==> config.mk <==
export PLATFORM = sky130hd
export DESIGN_NAME = multicycle_control_fsm_flat
export DESIGN_NICKNAME = d
export VERILOG_FILES = /design/src/rtl/multicycle_control_fsm_if.sv /design/src/rtl/multicycle_control_fsm.sv /design/src/flat_wrapper.sv
export SDC_FILE = /design/constraint.sdc
export NUM_CORES = 1
export LEC_CHECK = 0
export BUFFER_PORTS_ARGS = -buffer_cell sky130_fd_sc_hd__buf_2
export CAP_MARGIN = 20
export CORE_MARGIN = 4
export CORE_UTILIZATION = 52
export CTS_CLUSTER_SIZE = 12
export DETAILED_ROUTE_END_ITERATION = 12
export PLACE_DENSITY = 0.78
export SLEW_MARGIN = 30
export SYNTH_ARGS = -nofsm -noshare
export SYNTH_HDL_FRONTEND = slang
export SYNTH_SLANG_ARGS = --single-unit
==> constraint.sdc <==
create_clock -name clk -period 6.85 [get_ports clk]
set_clock_uncertainty 0.15 [all_clocks]
set_input_delay 1.37 -clock clk [delete_from_list [all_inputs] [get_ports clk]]
set_output_delay 1.37 -clock clk [all_outputs]
set_load 0.02 [all_outputs]
==> src/rtl/multicycle_control_fsm_if.sv <==
// Control and handshake bundle between the multi-cycle sequencer and the 8-bit RISC datapath.
interface multicycle_control_fsm_if #(
  parameter int COUNT_W = 16
);
  logic               start;
  logic               step;
  logic [3:0]         opcode;
  logic               mem_ready;
  logic               ir_write;
  logic               pc_write;
  logic               jump;
  logic               beq;
  logic               bne;
  logic               mem_read;
  logic               mem_write;
  logic               alu_src;
  logic               reg_dst;
  logic               mem_to_reg;
  logic               reg_write;
  logic [1:0]         alu_op;
  logic               halted;
  logic               fault;
  logic               illegal;
  logic [COUNT_W-1:0] retired;

  modport master (
    input  start, step, opcode, mem_ready,
    output ir_write, pc_write, jump, beq, bne, mem_read, mem_write, alu_src,
           reg_dst, mem_to_reg, reg_write, alu_op, halted, fault, illegal, retired
  );

  modport slave (
    output start, step, opcode, mem_ready,
    input  ir_write, pc_write, jump, beq, bne, mem_read, mem_write, alu_src,
           reg_dst, mem_to_reg, reg_write, alu_op, halted, fault, illegal, retired
  );
endinterface

==> src/rtl/multicycle_control_fsm.sv <==
// Multi-cycle sequencer (FETCH/DECODE/EXEC/MEM/WB) for the 8-bit RISC datapath.
// Optional single-step mode: define STEP_EN to add a PAUSE state released by a rising edge of step.
module multicycle_control_fsm #(
  parameter int COUNT_W     = 16,
  parameter int MEM_TIMEOUT = 15
) (
  input  logic                     clk,
  input  logic                     reset,
  multicycle_control_fsm_if.master bus
);

  typedef enum logic [2:0] {
    S_IDLE   = 3'd0,
    S_FETCH  = 3'd1,
    S_DECODE = 3'd2,
    S_EXEC   = 3'd3,
    S_MEM    = 3'd4,
    S_WB     = 3'd5,
    S_HALT   = 3'd6
`ifdef STEP_EN
    , S_PAUSE = 3'd7
`endif
  } state_t;

  typedef enum logic [2:0] {
    C_LD    = 3'd0,
    C_ST    = 3'd1,
    C_RTYPE = 3'd2,
    C_BEQ   = 3'd3,
    C_BNE   = 3'd4,
    C_JMP   = 3'd5,
    C_HLT   = 3'd6,
    C_ILL   = 3'd7
  } cls_t;

  localparam logic [7:0]         WAIT_LAST = 8'(MEM_TIMEOUT - 1);
  localparam logic [COUNT_W-1:0] RET_ONE   = {{(COUNT_W-1){1'b0}}, 1'b1};
`ifdef STEP_EN
  localparam state_t RETIRE_TO = S_PAUSE;
`else
  localparam state_t RETIRE_TO = S_FETCH;
`endif

  function automatic cls_t decode_class(input logic [3:0] op);
    cls_t c;
    case (op)
      4'b0000: c = C_LD;
      4'b0001: c = C_ST;
      4'b0010, 4'b0011, 4'b0100, 4'b0101,
      4'b0110, 4'b0111, 4'b1000, 4'b1001: c = C_RTYPE;
      4'b1011: c = C_BEQ;
      4'b1100: c = C_BNE;
      4'b1101: c = C_JMP;
      4'b1111: c = C_HLT;
      default: c = C_ILL;
    endcase
    return c;
  endfunction

  state_t             state_r;
  state_t             state_next_s;
  logic [7:0]         wait_r;
  logic [COUNT_W-1:0] retired_r;
  logic               fault_r;
  cls_t               cls_s;
  logic               level_en_s;
  logic               ir_write_s, pc_write_s, mem_read_s, mem_write_s, reg_write_s;
  logic               illegal_s, retire_s, fault_set_s;
  logic               jump_s, beq_s, bne_s, alu_src_s, reg_dst_s, mem_to_reg_s;
  logic [1:0]         alu_op_s;

  assign cls_s      = decode_class(bus.opcode);
  assign level_en_s = (state_r == S_DECODE) || (state_r == S_EXEC) ||
                      (state_r == S_MEM)    || (state_r == S_WB);

`ifdef STEP_EN
  logic step_prev_r;

  // Previous step level for rising-edge detection in PAUSE.
  always_ff @(posedge clk or posedge reset) begin
    if (reset) begin
      step_prev_r <= 1'b0;
    end else begin
      step_prev_r <= bus.step;
    end
  end
`else
  logic unused_step_s;
  assign unused_step_s = bus.step;
`endif

  // Next-state and strobe decode; a retirement is always the cycle carrying pc_write.
  always_comb begin
    state_next_s = state_r;
    ir_write_s   = 1'b0;
    pc_write_s   = 1'b0;
    mem_read_s   = 1'b0;
    mem_write_s  = 1'b0;
    reg_write_s  = 1'b0;
    illegal_s    = 1'b0;
    retire_s     = 1'b0;
    fault_set_s  = 1'b0;
    case (state_r)
      S_IDLE: begin
        if (bus.start) state_next_s = S_FETCH;
        else           state_next_s = S_IDLE;
      end
      S_FETCH: begin
        ir_write_s   = 1'b1;
        state_next_s = S_DECODE;
      end
      S_DECODE: begin
        case (cls_s)
          C_JMP: begin
            pc_write_s   = 1'b1;
            retire_s     = 1'b1;
            state_next_s = RETIRE_TO;
          end
          C_ILL: begin
            illegal_s    = 1'b1;
            pc_write_s   = 1'b1;
            retire_s     = 1'b1;
            state_next_s = RETIRE_TO;
          end
          C_HLT:   state_next_s = S_HALT;
          default: state_next_s = S_EXEC;
        endcase
      end
      S_EXEC: begin
        case (cls_s)
          C_LD, C_ST:   state_next_s = S_MEM;
          C_BEQ, C_BNE: begin
            pc_write_s   = 1'b1;
            retire_s     = 1'b1;
            state_next_s = RETIRE_TO;
          end
          default: state_next_s = S_WB;
        endcase
      end
      S_MEM: begin
        if (cls_s == C_LD) mem_read_s  = 1'b1;
        else               mem_write_s = 1'b1;
        if (bus.mem_ready) begin
          if (cls_s == C_LD) begin
            state_next_s = S_WB;
          end else begin
            pc_write_s   = 1'b1;
            retire_s     = 1'b1;
            state_next_s = RETIRE_TO;
          end
        end else if (wait_r == WAIT_LAST) begin
          fault_set_s  = 1'b1;
          state_next_s = S_HALT;
        end else begin
          state_next_s = S_MEM;
        end
      end
      S_WB: begin
        reg_write_s  = 1'b1;
        pc_write_s   = 1'b1;
        retire_s     = 1'b1;
        state_next_s = RETIRE_TO;
      end
      S_HALT: state_next_s = S_HALT;
`ifdef STEP_EN
      S_PAUSE: begin
        if (bus.step && !step_prev_r) state_next_s = S_FETCH;
        else                          state_next_s = S_PAUSE;
      end
`endif
      default: state_next_s = S_IDLE;
    endcase
  end

  // Level controls follow the opcode class only while an instruction is past FETCH.
  always_comb begin
    jump_s       = 1'b0;
    beq_s        = 1'b0;
    bne_s        = 1'b0;
    alu_src_s    = 1'b0;
    reg_dst_s    = 1'b0;
    mem_to_reg_s = 1'b0;
    alu_op_s     = 2'b00;
    case (level_en_s ? cls_s : C_HLT)
      C_LD: begin
        alu_src_s    = 1'b1;
        mem_to_reg_s = 1'b1;
        alu_op_s     = 2'b10;
      end
      C_ST: begin
        alu_src_s = 1'b1;
        alu_op_s  = 2'b10;
      end
      C_RTYPE: reg_dst_s = 1'b1;
      C_BEQ: begin
        beq_s    = 1'b1;
        alu_op_s = 2'b01;
      end
      C_BNE: begin
        bne_s    = 1'b1;
        alu_op_s = 2'b01;
      end
      C_JMP:   jump_s = 1'b1;
      default: alu_op_s = 2'b00;
    endcase
  end

  // State, MEM wait counter (zero whenever outside MEM), saturating retire count, sticky fault.
  always_ff @(posedge clk or posedge reset) begin
    if (reset) begin
      state_r   <= S_IDLE;
      wait_r    <= 8'd0;
      retired_r <= '0;
      fault_r   <= 1'b0;
    end else begin
      state_r <= state_next_s;
      wait_r  <= (state_r == S_MEM) ? (wait_r + 8'd1) : 8'd0;
      if (retire_s && (retired_r != '1)) retired_r <= retired_r + RET_ONE;
      if (fault_set_s) fault_r <= 1'b1;
    end
  end

  assign bus.ir_write   = ir_write_s;
  assign bus.pc_write   = pc_write_s;
  assign bus.mem_read   = mem_read_s;
  assign bus.mem_write  = mem_write_s;
  assign bus.reg_write  = reg_write_s;
  assign bus.illegal    = illegal_s;
  assign bus.jump       = jump_s;
  assign bus.beq        = beq_s;
  assign bus.bne        = bne_s;
  assign bus.alu_src    = alu_src_s;
  assign bus.reg_dst    = reg_dst_s;
  assign bus.mem_to_reg = mem_to_reg_s;
  assign bus.alu_op     = alu_op_s;
  assign bus.halted     = (state_r == S_HALT);
  assign bus.fault      = fault_r;
  assign bus.retired    = retired_r;

endmodule

==> src/flat_wrapper.sv <==
// flat-port wrapper written by rule: the top's interface ports become plain ports
module multicycle_control_fsm_flat 
#(
  parameter int COUNT_W     = 16,
  parameter int MEM_TIMEOUT = 15
)
  (clk, reset, bus_start, bus_step, bus_opcode, bus_mem_ready, bus_ir_write, bus_pc_write, bus_jump, bus_beq, bus_bne, bus_mem_read, bus_mem_write, bus_alu_src, bus_reg_dst, bus_mem_to_reg, bus_reg_write, bus_alu_op, bus_halted, bus_fault, bus_illegal, bus_retired);
  multicycle_control_fsm_if #(.COUNT_W(COUNT_W)) bus_i ();
  input  logic clk;
  input  logic reset;
  input wire logic [$bits(bus_i.start)-1:0] bus_start;
  input wire logic [$bits(bus_i.step)-1:0] bus_step;
  input wire logic [$bits(bus_i.opcode)-1:0] bus_opcode;
  input wire logic [$bits(bus_i.mem_ready)-1:0] bus_mem_ready;
  output wire logic [$bits(bus_i.ir_write)-1:0] bus_ir_write;
  output wire logic [$bits(bus_i.pc_write)-1:0] bus_pc_write;
  output wire logic [$bits(bus_i.jump)-1:0] bus_jump;
  output wire logic [$bits(bus_i.beq)-1:0] bus_beq;
  output wire logic [$bits(bus_i.bne)-1:0] bus_bne;
  output wire logic [$bits(bus_i.mem_read)-1:0] bus_mem_read;
  output wire logic [$bits(bus_i.mem_write)-1:0] bus_mem_write;
  output wire logic [$bits(bus_i.alu_src)-1:0] bus_alu_src;
  output wire logic [$bits(bus_i.reg_dst)-1:0] bus_reg_dst;
  output wire logic [$bits(bus_i.mem_to_reg)-1:0] bus_mem_to_reg;
  output wire logic [$bits(bus_i.reg_write)-1:0] bus_reg_write;
  output wire logic [$bits(bus_i.alu_op)-1:0] bus_alu_op;
  output wire logic [$bits(bus_i.halted)-1:0] bus_halted;
  output wire logic [$bits(bus_i.fault)-1:0] bus_fault;
  output wire logic [$bits(bus_i.illegal)-1:0] bus_illegal;
  output wire logic [$bits(bus_i.retired)-1:0] bus_retired;
  assign bus_i.start = bus_start;
  assign bus_i.step = bus_step;
  assign bus_i.opcode = bus_opcode;
  assign bus_i.mem_ready = bus_mem_ready;
  assign bus_ir_write = bus_i.ir_write;
  assign bus_pc_write = bus_i.pc_write;
  assign bus_jump = bus_i.jump;
  assign bus_beq = bus_i.beq;
  assign bus_bne = bus_i.bne;
  assign bus_mem_read = bus_i.mem_read;
  assign bus_mem_write = bus_i.mem_write;
  assign bus_alu_src = bus_i.alu_src;
  assign bus_reg_dst = bus_i.reg_dst;
  assign bus_mem_to_reg = bus_i.mem_to_reg;
  assign bus_reg_write = bus_i.reg_write;
  assign bus_alu_op = bus_i.alu_op;
  assign bus_halted = bus_i.halted;
  assign bus_fault = bus_i.fault;
  assign bus_illegal = bus_i.illegal;
  assign bus_retired = bus_i.retired;
  multicycle_control_fsm #(.COUNT_W(COUNT_W), .MEM_TIMEOUT(MEM_TIMEOUT)) u_core (.clk(clk), .reset(reset), .bus(bus_i));
endmodule
==> results.sh, run 1 <==
export IMPL_cts_sinks=28
export IMPL_crit_family="simple AND/OR/NAND/NOR gates"
export IMPL_slew_viol_final=0
export IMPL_diodes=0
export IMPL_io_pins=41
export IMPL_yosysTopAreaCell="dfrtp_1"
export IMPL_drt_total_wl_um=3280
export IMPL_worst_path_max_delay_cell="o221ai_2"
export IMPL_p_leak_uw=0.000950
export IMPL_place_area_um2=1910
export IMPL_wl_per_cell_um=12.5
export IMPL_grt_max_degree=29
export IMPL_pwr_density_cell_nw_per_um2=302
export IMPL_ys_types=43
export IMPL_initial_core_util_pct=55.0
export IMPL_die_width_um=65.3
export IMPL_ys_top_cells_by_area="dfrtp_1, xnor2_1, nor2_1"
export IMPL_post_route_min_period_ns=4.63
export IMPL_dp_hpwl_um=2440
export IMPL_place_ws_ns=2.24
export IMPL_cts_reportedPaths_clkPinSlew_ns=0.15
export IMPL_drive_above_1_share_pct=26.5
export IMPL_cts_buffers=3
export IMPL_holdBufCountCts=0
export IMPL_area_growth_syn_to_layout_pct=15.0
export IMPL_hold_viol_final=0
export IMPL_synth_seq_area_share_pct=41.1
export IMPL_cts_tree="done"
export IMPL_fmax_ghz=0.216
export IMPL_worst_setup_path_type="input port to output pin"
export IMPL_synth_top_area_share_pct=41.1
export IMPL_fin_ws_ns=2.22
export IMPL_dieArea_um2=4260
export IMPL_cp_end_kind="output pin"
export IMPL_drt_iter0_drc=102
export IMPL_max_stage_delay_ns=0.37
export IMPL_fin_crit_sh_pct=67.6
export IMPL_startpoint_type="input port"
export IMPL_setup_viol=0
export IMPL_drcViolationCount=0
export IMPL_num_vias=1371
export IMPL_hold_class="flop to flop"
export IMPL_grt_first_pass_wirelength_um=5450
export IMPL_p_sw_share_pct=41.6
export IMPL_worst_path_buf_inv=2
export IMPL_worstPathArrival_ns=3.11
export IMPL_p_seq_share_pct=40.9
export IMPL_clkPwrFrac_pct=18.1
export IMPL_p_sw_uw=247
export IMPL_post_route_cell_area_um2=1960
export IMPL_die_h_um=65.3
export IMPL_path_max_fanout=17
export IMPL_worst_pin_slew_ns=0.741
export IMPL_grt_pass1_vias=1215
export IMPL_nets=234
export IMPL_final_cells=263
export IMPL_rsz0062_at_grt="no"
export IMPL_status="complete, no violations"
export IMPL_holdWs_ns=0.330
export IMPL_dr_pass1_iters=4
export IMPL_grt_total_usage_pct=15.6
export IMPL_critPathMostFrequentCell="buf_2"
export IMPL_ir_drop_mv=0.159
export IMPL_avgSynthCellArea_um2=9.32
export IMPL_clockBufferDepth=2
export IMPL_syn_area_um2=1710
export IMPL_path_cells="buf_2 > ha_1 > and4b_2 > nor4_1 > o221ai_2 > buf_2"
export IMPL_pwr_share_comb_pct=41.0
export IMPL_core_area_um2=3100
export IMPL_rows=20
export IMPL_antenna_found_initial=0
export IMPL_syn_nets=197
export IMPL_cts_root_buf="clkbuf_4"
export IMPL_cap_violations=0
export IMPL_relSlewSlack_pct=50.6
export IMPL_netlist_instances=183
export IMPL_required_ns=5.33
export IMPL_vias_per_cell=5.21
export IMPL_finalSetupTns_ns=0
export IMPL_cts_resized=0
export IMPL_gp_congestion=0.756
export IMPL_ys_seq_elements=28
export IMPL_grt_overflow_total=0
export IMPL_insertion_delay_ns=0.33
export IMPL_ant_nets=0
export IMPL_portBuffers=39
export IMPL_p_int_uw=346
export IMPL_dp_cells=259
export IMPL_htree_levels=1
export IMPL_cts_setup_buffers=0
export IMPL_yosysWarnings=0
[per-stage QoR]
stage | util, % | total power [uW]
after floorplan | - | 429
after global placement | 61.5 | 484
after detailed placement | 61.5 | 488
after CTS | 63.2 | 594
after global routing | 63.2 | 633
final | 63.2 | 592
[layout make-up]
class | instances | area, um2
clock buffer | 3 | 22.5
clock inverter | 1 | 30.0
fill | 290 | 1140
inverter | 7 | 26.3
multi-input combinational | 141 | 932
sequential | 28 | 701
tap | 44 | 55.1
timing repair buffer | 39 | 195
[registers in the layout, summed over array words and instances, names as in the netlist]
register            cells
u_core.state_r          3
u_core.wait_r           8
u_core.bus.fault        1
u_core.bus.retired     16
[power groups by stage]
stage / registers [uW] / clock network (uW) / logic (uW)
2_1_floorplan: 239 / 0 / 189
4_1_cts: 241 / 109 / 244
3_5_place_dp: 244 / 0 / 243
3_3_place_gp: 245 / 0 / 239
5_1_grt: 250 / 114 / 270
6_report: 242 / 107 / 243
[cell families (layout without fill, tap and decap cells)]
family                   after synthesis  after routing  share of synthesized area, %
AND/OR/NAND/NOR                       95             95                          32.1
buffers and inverters                 14             50                          4.26
XOR/XNOR                              20             20                          10.3
adder cells (fa/ha/maj)                5              5                          3.67
multiplexers                           2              2                          1.32
AO/OA/AOI/OAI                         19             19                          7.26
flip-flops                            28             28                          41.1
[cells in the mapped netlist]
master / count
nor4b_1: 1
o2bb2ai_1: 1
xor2_1: 6
and3b_1: 3
buf_6: 2
and3_1: 5
and4b_2: 1
nor3_1: 4
and2b_1: 2
nand4_1: 11
nand3_1: 9
a22oi_1: 1
nand2b_1: 5
or2_2: 4
and3_2: 2
a221oi_1: 1
nor2b_1: 4
clkbuf_1: 3
a21oi_1: 4
o221ai_1: 1
nor4_1: 1
ha_1: 5
nor2_1: 21
and2_1: 1
or4_1: 2
nor3b_1: 1
dfrtp_1: 28
nor4bb_1: 1
nand3b_1: 1
buf_4: 1
buf_2: 1
mux2_2: 2
nand2_2: 1
nand2_1: 11
inv_1: 7
o21ai_0: 8
a211oi_1: 1
xnor2_1: 14
a21o_1: 1
o221ai_2: 1
and4bb_2: 2
and4_1: 1
nor4_2: 1
[routing by layer]
layer  part of all wire (%)  track usage (%)
met2                     43             24.4
met3                    4.1             2.39
met4                    1.2             3.89
met5                      0                0
met1                     51             22.7
[cell usage in the layout (no fill, tap or decap), types with 2 or more instances in the layout]
master / count
xor2_1: 6
dfrtp_1: 28
ha_1: 5
o21ai_0: 8
and3_1: 5
a21oi_1: 4
buf_2: 39
and3_2: 2
nor2b_1: 4
mux2_2: 2
or4_1: 2
and2b_1: 2
nand4_1: 11
xnor2_1: 14
nor2_1: 21
nand2b_1: 5
or2_2: 4
nand2_1: 11
inv_1: 6
nor3_1: 4
and3b_1: 3
nand3_1: 9
clkbuf_4: 3
and4bb_2: 2
[worst reg2reg max path, delay by kind of cell (launching register included)]
family,cells,cell delay [ns]
compound gates,1,0.59
flops,1,0.58
simple gates,2,0.30
mux,1,0.32
xor+xnor,1,0.37
[worst paths after layout]
path	to	cells past startpoint	startpoint	slack, ns
max	bus_pc_write	6	bus_opcode[1]	2.22
min	u_core.bus.fault$_DFFE_PP0P_	1	u_core.bus.fault$_DFFE_PP0P_	0.33
max reg2reg	u_core.bus.retired[1]$_DFFE_PP0P_	5	u_core.state_r[2]$_DFF_PP0_	4.44
min reg2reg	u_core.bus.fault$_DFFE_PP0P_	1	u_core.bus.fault$_DFFE_PP0P_	0.33
max in group asynchronous	u_core.bus.retired[1]$_DFFE_PP0P_	2	reset	5.27
min in group asynchronous	u_core.wait_r[4]$_DFF_PP0_	2	reset	0.91
Power figures use the tool's default switching activity.
==> run 2: changes to the inputs <==
Settings changed: ABC_AREA set to 1, CORE_UTILIZATION 52 to 49, PLACE_DENSITY 0.78 to 0.76.
Clock period 6.85 ns to 4.1 ns, I/O delays scaled along.
==> run 2 against run 1 <==
Against the previous run:
- combinational power up 63%
- sequential power up 48%
- sequential cell count unchanged
- worst hold slack worse by 0.013 ns
- critical path type unchanged
- wire length up 17%
- highest routed layer unchanged
- largest cell class unchanged
==> results.sh, run 2 <==
export IMPL_status="complete, no violations"
export IMPL_ant_nets=0
export IMPL_area_growth_syn_to_layout_pct=15.3
export IMPL_finalSetupTns_ns=0
export IMPL_fin_crit_sh_pct=76.5
export IMPL_grt_max_degree=29
export IMPL_grt_first_pass_wirelength_um=6690
export IMPL_synth_top_area_share_pct=38.2
export IMPL_yosysTopAreaCell="dfrtp_1"
export IMPL_ys_types=27
export IMPL_cts_setup_buffers=0
export IMPL_portBuffers=39
export IMPL_gr_usage_met3_pct=1.60
export IMPL_hold_viol_final=0
export IMPL_num_vias=1766
export IMPL_clockBufferDepth=2
export IMPL_post_route_min_period_ns=3.14
export IMPL_worstPathArrival_ns=2.17
export IMPL_path_max_fanout=24
export IMPL_relSlewSlack_pct=60.2
export IMPL_holdBufCountCts=0
export IMPL_pwr_density_cell_nw_per_um2=437
export IMPL_max_stage_delay_ns=0.28
export IMPL_dp_hpwl_um=2930
export IMPL_grt_met2_usage_pct=26.0
export IMPL_vias_per_cell=4.96
export IMPL_insertion_delay_ns=0.27
export IMPL_worst_pin_slew_ns=0.595
export IMPL_htree_levels=1
export IMPL_yosysWarnings=0
export IMPL_hold_class="flop to flop"
export IMPL_yosysMostFrequentCell="nand2_1"
export IMPL_cts_root_buf="clkbuf_8"
export IMPL_drt_iter0_drc=110
export IMPL_n_fill_cell=366
export IMPL_cts_reportedPaths_clkPinSlew_ns=0.09
export IMPL_antenna_found_initial=0
export IMPL_p_leak_uw=0.00117
export IMPL_diodes=0
export IMPL_r2r_slack_ns=1.81
export IMPL_grt_total_usage_pct=16.2
export IMPL_wl_per_cell_um=10.7
export IMPL_drcViolationCount=0
export IMPL_cp_end_kind="output pin"
export IMPL_grt_busiest_layer="met2"
export IMPL_ys_flop_type="dfrtp_1"
export IMPL_ys_seq_elements=28
export IMPL_dieArea_um2=4780
export IMPL_synthArstFlopShare_pct=100
export IMPL_cts_buffers=3
export IMPL_final_cells=356
export IMPL_netlist_top_cells_count="nand2_1, nor2_1, inv_1, nand3_1, dfrtp_1"
export IMPL_path_cells="buf_2 > inv_1 > ha_1 > nand2_1 > inv_1 > nor2_1 > nand2_2 > nor2_1 > nor2_2 > nand2_4 > buf_2"
export IMPL_dr_pass1_iters=4
export IMPL_rows=21
export IMPL_drive_above_1_share_pct=17.4
export IMPL_cts_tree="done"
export IMPL_die_h_um=69.2
export IMPL_die_width_um=69.2
export IMPL_dp_cells=352
export IMPL_final_common_cell="nand2_1"
export IMPL_synth_edf_count=0
export IMPL_io_pins=41
export IMPL_drt_total_wl_um=3820
export IMPL_largest_reg_flops=16
export IMPL_worst_setup_path_type="input port to output pin"
export IMPL_rsz0062_at_grt="no"
export IMPL_syn_area_um2=1830
export IMPL_grt_overflow_total=0
export IMPL_required_ns=3.13
export IMPL_cts_sinks=28
export IMPL_cts_resized=0
export IMPL_fmax_ghz=0.319
export IMPL_setup_viol=0
export IMPL_grt_util_met1_pct=23.5
export IMPL_synth_seq_area_share_pct=38.2
export IMPL_netlist_instances=270
export IMPL_mostFrequentLayoutCells="nand2_1, nor2_1, buf_2, inv_1, nand3_1"
export IMPL_gp_congestion=0.801
export IMPL_grt_pass1_vias=1549
export IMPL_avgSynthCellArea_um2=6.79
export IMPL_startpoint_type="input port"
export IMPL_worst_path_max_delay_cell="ha_1"
export IMPL_initial_core_util_pct=52.8
export IMPL_syn_nets=284
export IMPL_crit_family="simple AND/OR/NAND/NOR gates"
export IMPL_worst_path_buf_inv=4
export IMPL_ys_top_cells_by_area="dfrtp_1, nand2_1, nand3_1"
export IMPL_cap_violations=0
export IMPL_core_area_um2=3470
export IMPL_nets=325
export IMPL_ir_drop_mv=0.224
export IMPL_slew_viol_final=0
## run 2: cell count changes after synthesis, moves of 4 or more
cell / delta
a21oi_1: +4
and3_1: -5
nor2b_1: -4
xnor2_1: -13
o21ai_0: -4
inv_1: +29
nand2b_1: -5
nand3_1: +24
nor2_1: +19
nand4_1: -9
nand2_1: +71
## run 2: path summary, 6_finish.rpt
check | from | end | cells after the start
max | bus_opcode[0] | bus_pc_write | 11
min | u_core.wait_r[7]$_DFF_PP0_ | u_core.wait_r[7]$_DFF_PP0_ | 1
max reg2reg | u_core.bus.retired[1]$_DFFE_PP0P_ | u_core.bus.retired[5]$_DFFE_PP0P_ | 7
min reg2reg | u_core.wait_r[7]$_DFF_PP0_ | u_core.wait_r[7]$_DFF_PP0_ | 1
max in group asynchronous | reset | u_core.bus.retired[8]$_DFFE_PP0P_ | 2
min in group asynchronous | reset | u_core.bus.retired[1]$_DFFE_PP0P_ | 2
## run 2: kinds of logic (layout without fill, tap and decap cells)
logic type | after synthesis | count (layout) | synth area share, %
AO/OA/AOI/OAI | 15 | 15 | 4.51
adder cells (fa/ha/maj) | 5 | 5 | 3.41
flip-flops | 28 | 28 | 38.2
XOR/XNOR | 6 | 6 | 2.87
AND/OR/NAND/NOR | 176 | 176 | 41.9
buffers and inverters | 40 | 80 | 9.08
## run 2: layout make-up
class	count	area (um2)	share of cell area, %
Timing Repair Buffer	39	195	9.24
Clock buffer	4	55.1	2.61
Multi-Input combinational cell	202	966	45.7
Sequential cell	28	701	33.2
Inverter	37	139	6.57
Tap cell	46	57.6	2.72
## run 2: metrics by stage
step / total power [uW] / setup slack, ns / utilization (%) / hold slack, ns / area (um2)
finish: 923 / 0.963 / 60.9 / 0.317 / 2110
global route: 996 / 0.809 / 60.9 / 0.346 / 2110
CTS: 935 / 0.945 / 60.9 / 0.321 / 2110
detailed placement: 761 / 0.944 / 59.3 / 0.299 / 2060
global placement: 752 / 0.966 / 59.3 / 0.296 / 2060
floorplan: 670 / 0.909 / - / 0.283 / 1830
## run 2: where the power goes
part	internal (uW)	switching, uW
Sequential	313	44.8
Clock	85.9	83.9
Combinational	121	273
## run 2: worst reg2reg max path: cells and delay by family, from the launching register on
family	cells	cell delay, ns
adder cells (fa/ha/maj)	1	0.20
flip-flops	1	0.40
AND/OR/NAND/NOR	6	1.49
## run 2: layer usage
layer / wire (um) / vias up
met5: 0 / -
met2: 1690 / 39
li1: - / 929
met4: 44 / 0
met3: 167 / 4
met1: 1910 / 794
==> run 3: changes to the inputs <==
Settings changed: CORE_UTILIZATION 49 to 52, PLACE_DENSITY 0.76 to 0.77.
Clock period 4.1 ns to 2.9 ns, I/O delays scaled along.
==> run 3 against run 2 <==
Against the previous run:
- register-to-register slack worse by 1.0 ns
- total power rose by 46%
- wire length is 4.1% higher
- sequential cell count is the same
- global-route usage grew 2.8 points
- worst setup slack lost 0.67 ns
- design area increased by 0.95%
- non-clock buffer count rose by 3
==> results.sh, run 3 (same netlist as run 2, synthesis figures left out) <==
export IMPL_cts_sinks=28
export IMPL_largest_reg_flops=16
export IMPL_path_cells="buf_2 > inv_1 > ha_1 > nand2_1 > nand3_1 > nand2_1 > nor3_1 > or2_2 > buf_2"
export IMPL_pwr_density_cell_nw_per_um2=629
export IMPL_post_route_cell_area_um2=2130
export IMPL_reg2regPathDepth=7
export IMPL_diodes=0
export IMPL_cts_reportedPaths_clkPinSlew_ns=0.16
export IMPL_rsz0062_at_grt="no"
export IMPL_grt_overflow_total=0
export IMPL_relSlewSlack_pct=72.6
export IMPL_slew_viol_final=0
export IMPL_hold_class="input port to asynchronous set/reset pin"
export IMPL_required_ns=2.17
export IMPL_dp_hpwl_um=3060
export IMPL_antenna_found_initial=0
export IMPL_cts_root_buf="clkbuf_4"
export IMPL_die_h_um=67.4
export IMPL_cts_buffers=3
export IMPL_ir_drop_mv=0.389
export IMPL_die_width_um=67.4
export IMPL_grt_total_usage_pct=19.0
export IMPL_dieArea_um2=4540
export IMPL_setup_viol=0
export IMPL_critPathLaunch="bus_opcode[0]"
export IMPL_path_max_fanout=4
export IMPL_ant_nets=0
export IMPL_cap_violations=0
export IMPL_r2r_start="u_core.bus.retired[1]$_DFFE_PP0P_"
export IMPL_holdWs_ns=0.127
export IMPL_fmax_ghz=0.384
export IMPL_hold_viol_final=0
export IMPL_worstPathArrival_ns=1.87
export IMPL_htree_levels=1
export IMPL_grt_pass1_vias=1566
export IMPL_drt_iter0_drc=125
export IMPL_worst_pin_slew_ns=0.407
export IMPL_post_route_min_period_ns=2.60
export IMPL_worst_setup_path_type="input port to output pin"
export IMPL_startpoint_type="input port"
export IMPL_grt_first_pass_wirelength_um=6730
export IMPL_cts_tree="done"
export IMPL_place_area_um2=2080
export IMPL_initial_core_util_pct=54.5
export IMPL_finalSetupTns_ns=0
export IMPL_core_area_um2=3360
export IMPL_regToRegEndpoint="u_core.bus.retired[6]$_DFFE_PP0P_"
export IMPL_status="complete, no violations"
export IMPL_wl_per_cell_um=11.1
export IMPL_io_pins=41
export IMPL_final_common_cell="nand2_1"
export IMPL_area_growth_syn_to_layout_pct=16.4
export IMPL_p_leak_uw=0.00118
export IMPL_worst_path_max_delay_cell="ha_1"
export IMPL_gp_congestion=0.836
export IMPL_fin_crit_sh_pct=89.7
export IMPL_grt_max_degree=29
export IMPL_clockBufferDepth=2
export IMPL_dr_pass1_iters=4
export IMPL_insertion_delay_ns=0.33
export IMPL_r2r_slack_ns=0.78
export IMPL_drive_above_1_share_pct=17.9
export IMPL_cp_end_kind="output pin"
export IMPL_max_stage_delay_ns=0.27
export IMPL_nets=328
export IMPL_endpoint="bus_alu_op[0]"
export IMPL_portBuffers=39
export IMPL_num_vias=1786
export IMPL_rows=21
export IMPL_fin_util_pct=63.4
export IMPL_cts_setup_buffers=0
export IMPL_drcViolationCount=0
export IMPL_drt_total_wl_um=3970
export IMPL_cts_resized=0
export IMPL_mostFrequentLayoutCells="nand2_1, nor2_1, buf_2, inv_1, nand3_1"
export IMPL_holdBufCountCts=0
export IMPL_vias_per_cell=4.97
==> run 3: cell types whose count changed in the layout (fill, tap and decap cells not counted), sizes merged <==
cell / before / now
clkbuf: 4 / 3
buf: 39 / 42
bufinv: 0 / 1
==> run 3: critical path, delay by kind of cell <==
family,cells,cell delay (ns)
fa+ha+maj,1,0.27
buf+inv,3,0.29
simple gates,5,0.73
==> run 3: where the power goes <==
part	leakage [uW]	internal, uW	switching (uW)
Sequential	0.000377	443	63.5
Combinational	0.000776	182	394
Clock	0.0000279	140	120
Total	0.00118	764	578
==> run 3: per-layer routing <==
layer | track usage, % | wire length, um | vias to the layer above
met4 | 3.29 | 27 | 0
met2 | 32.4 | 1820 | 50
li1 | - | - | 932
met1 | 25.0 | 1890 | 800
met3 | 3.99 | 232 | 4
met5 | 0 | 0 | -
==> run 3: metrics by stage <==
stage / worst slack (ns) / power [uW] / cells
after floorplan: 0.189 / 947 / 270
after detailed placement: 0.305 / 1100 / 355
after global placement: 0.340 / 1080 / 355
final: 0.298 / 1340 / 359
after global routing: 0.203 / 1450 / 359
after CTS: 0.301 / 1360 / 359
==> run 3: area by class of cell <==
class,count,area (um2)
Sequential cell,28,701
Multi-Input combinational cell,202,966
Timing Repair Buffer,42,218
Clock inverter,1,30.0
Inverter,37,139
Tap cell,46,57.6
Fill cell,343,1230
Clock buffer,3,22.5
==> run 3: how the worst min path moves through the flow <==
stage | from | endpoint | slack, ns | cells past startpoint
after floorplan | u_core.wait_r[7]$_DFF_PP0_ | u_core.wait_r[7]$_DFF_PP0_ | 0.28 | 1
after global placement | u_core.bus.fault$_DFFE_PP0P_ | u_core.bus.fault$_DFFE_PP0P_ | 0.29 | 2
after detailed placement | u_core.bus.fault$_DFFE_PP0P_ | u_core.bus.fault$_DFFE_PP0P_ | 0.30 | 2
after CTS | reset | u_core.wait_r[4]$_DFF_PP0_ | 0.13 | 3
after global routing | reset | u_core.wait_r[5]$_DFF_PP0_ | 0.16 | 3
final | reset | u_core.bus.retired[13]$_DFFE_PP0P_ | 0.13 | 3
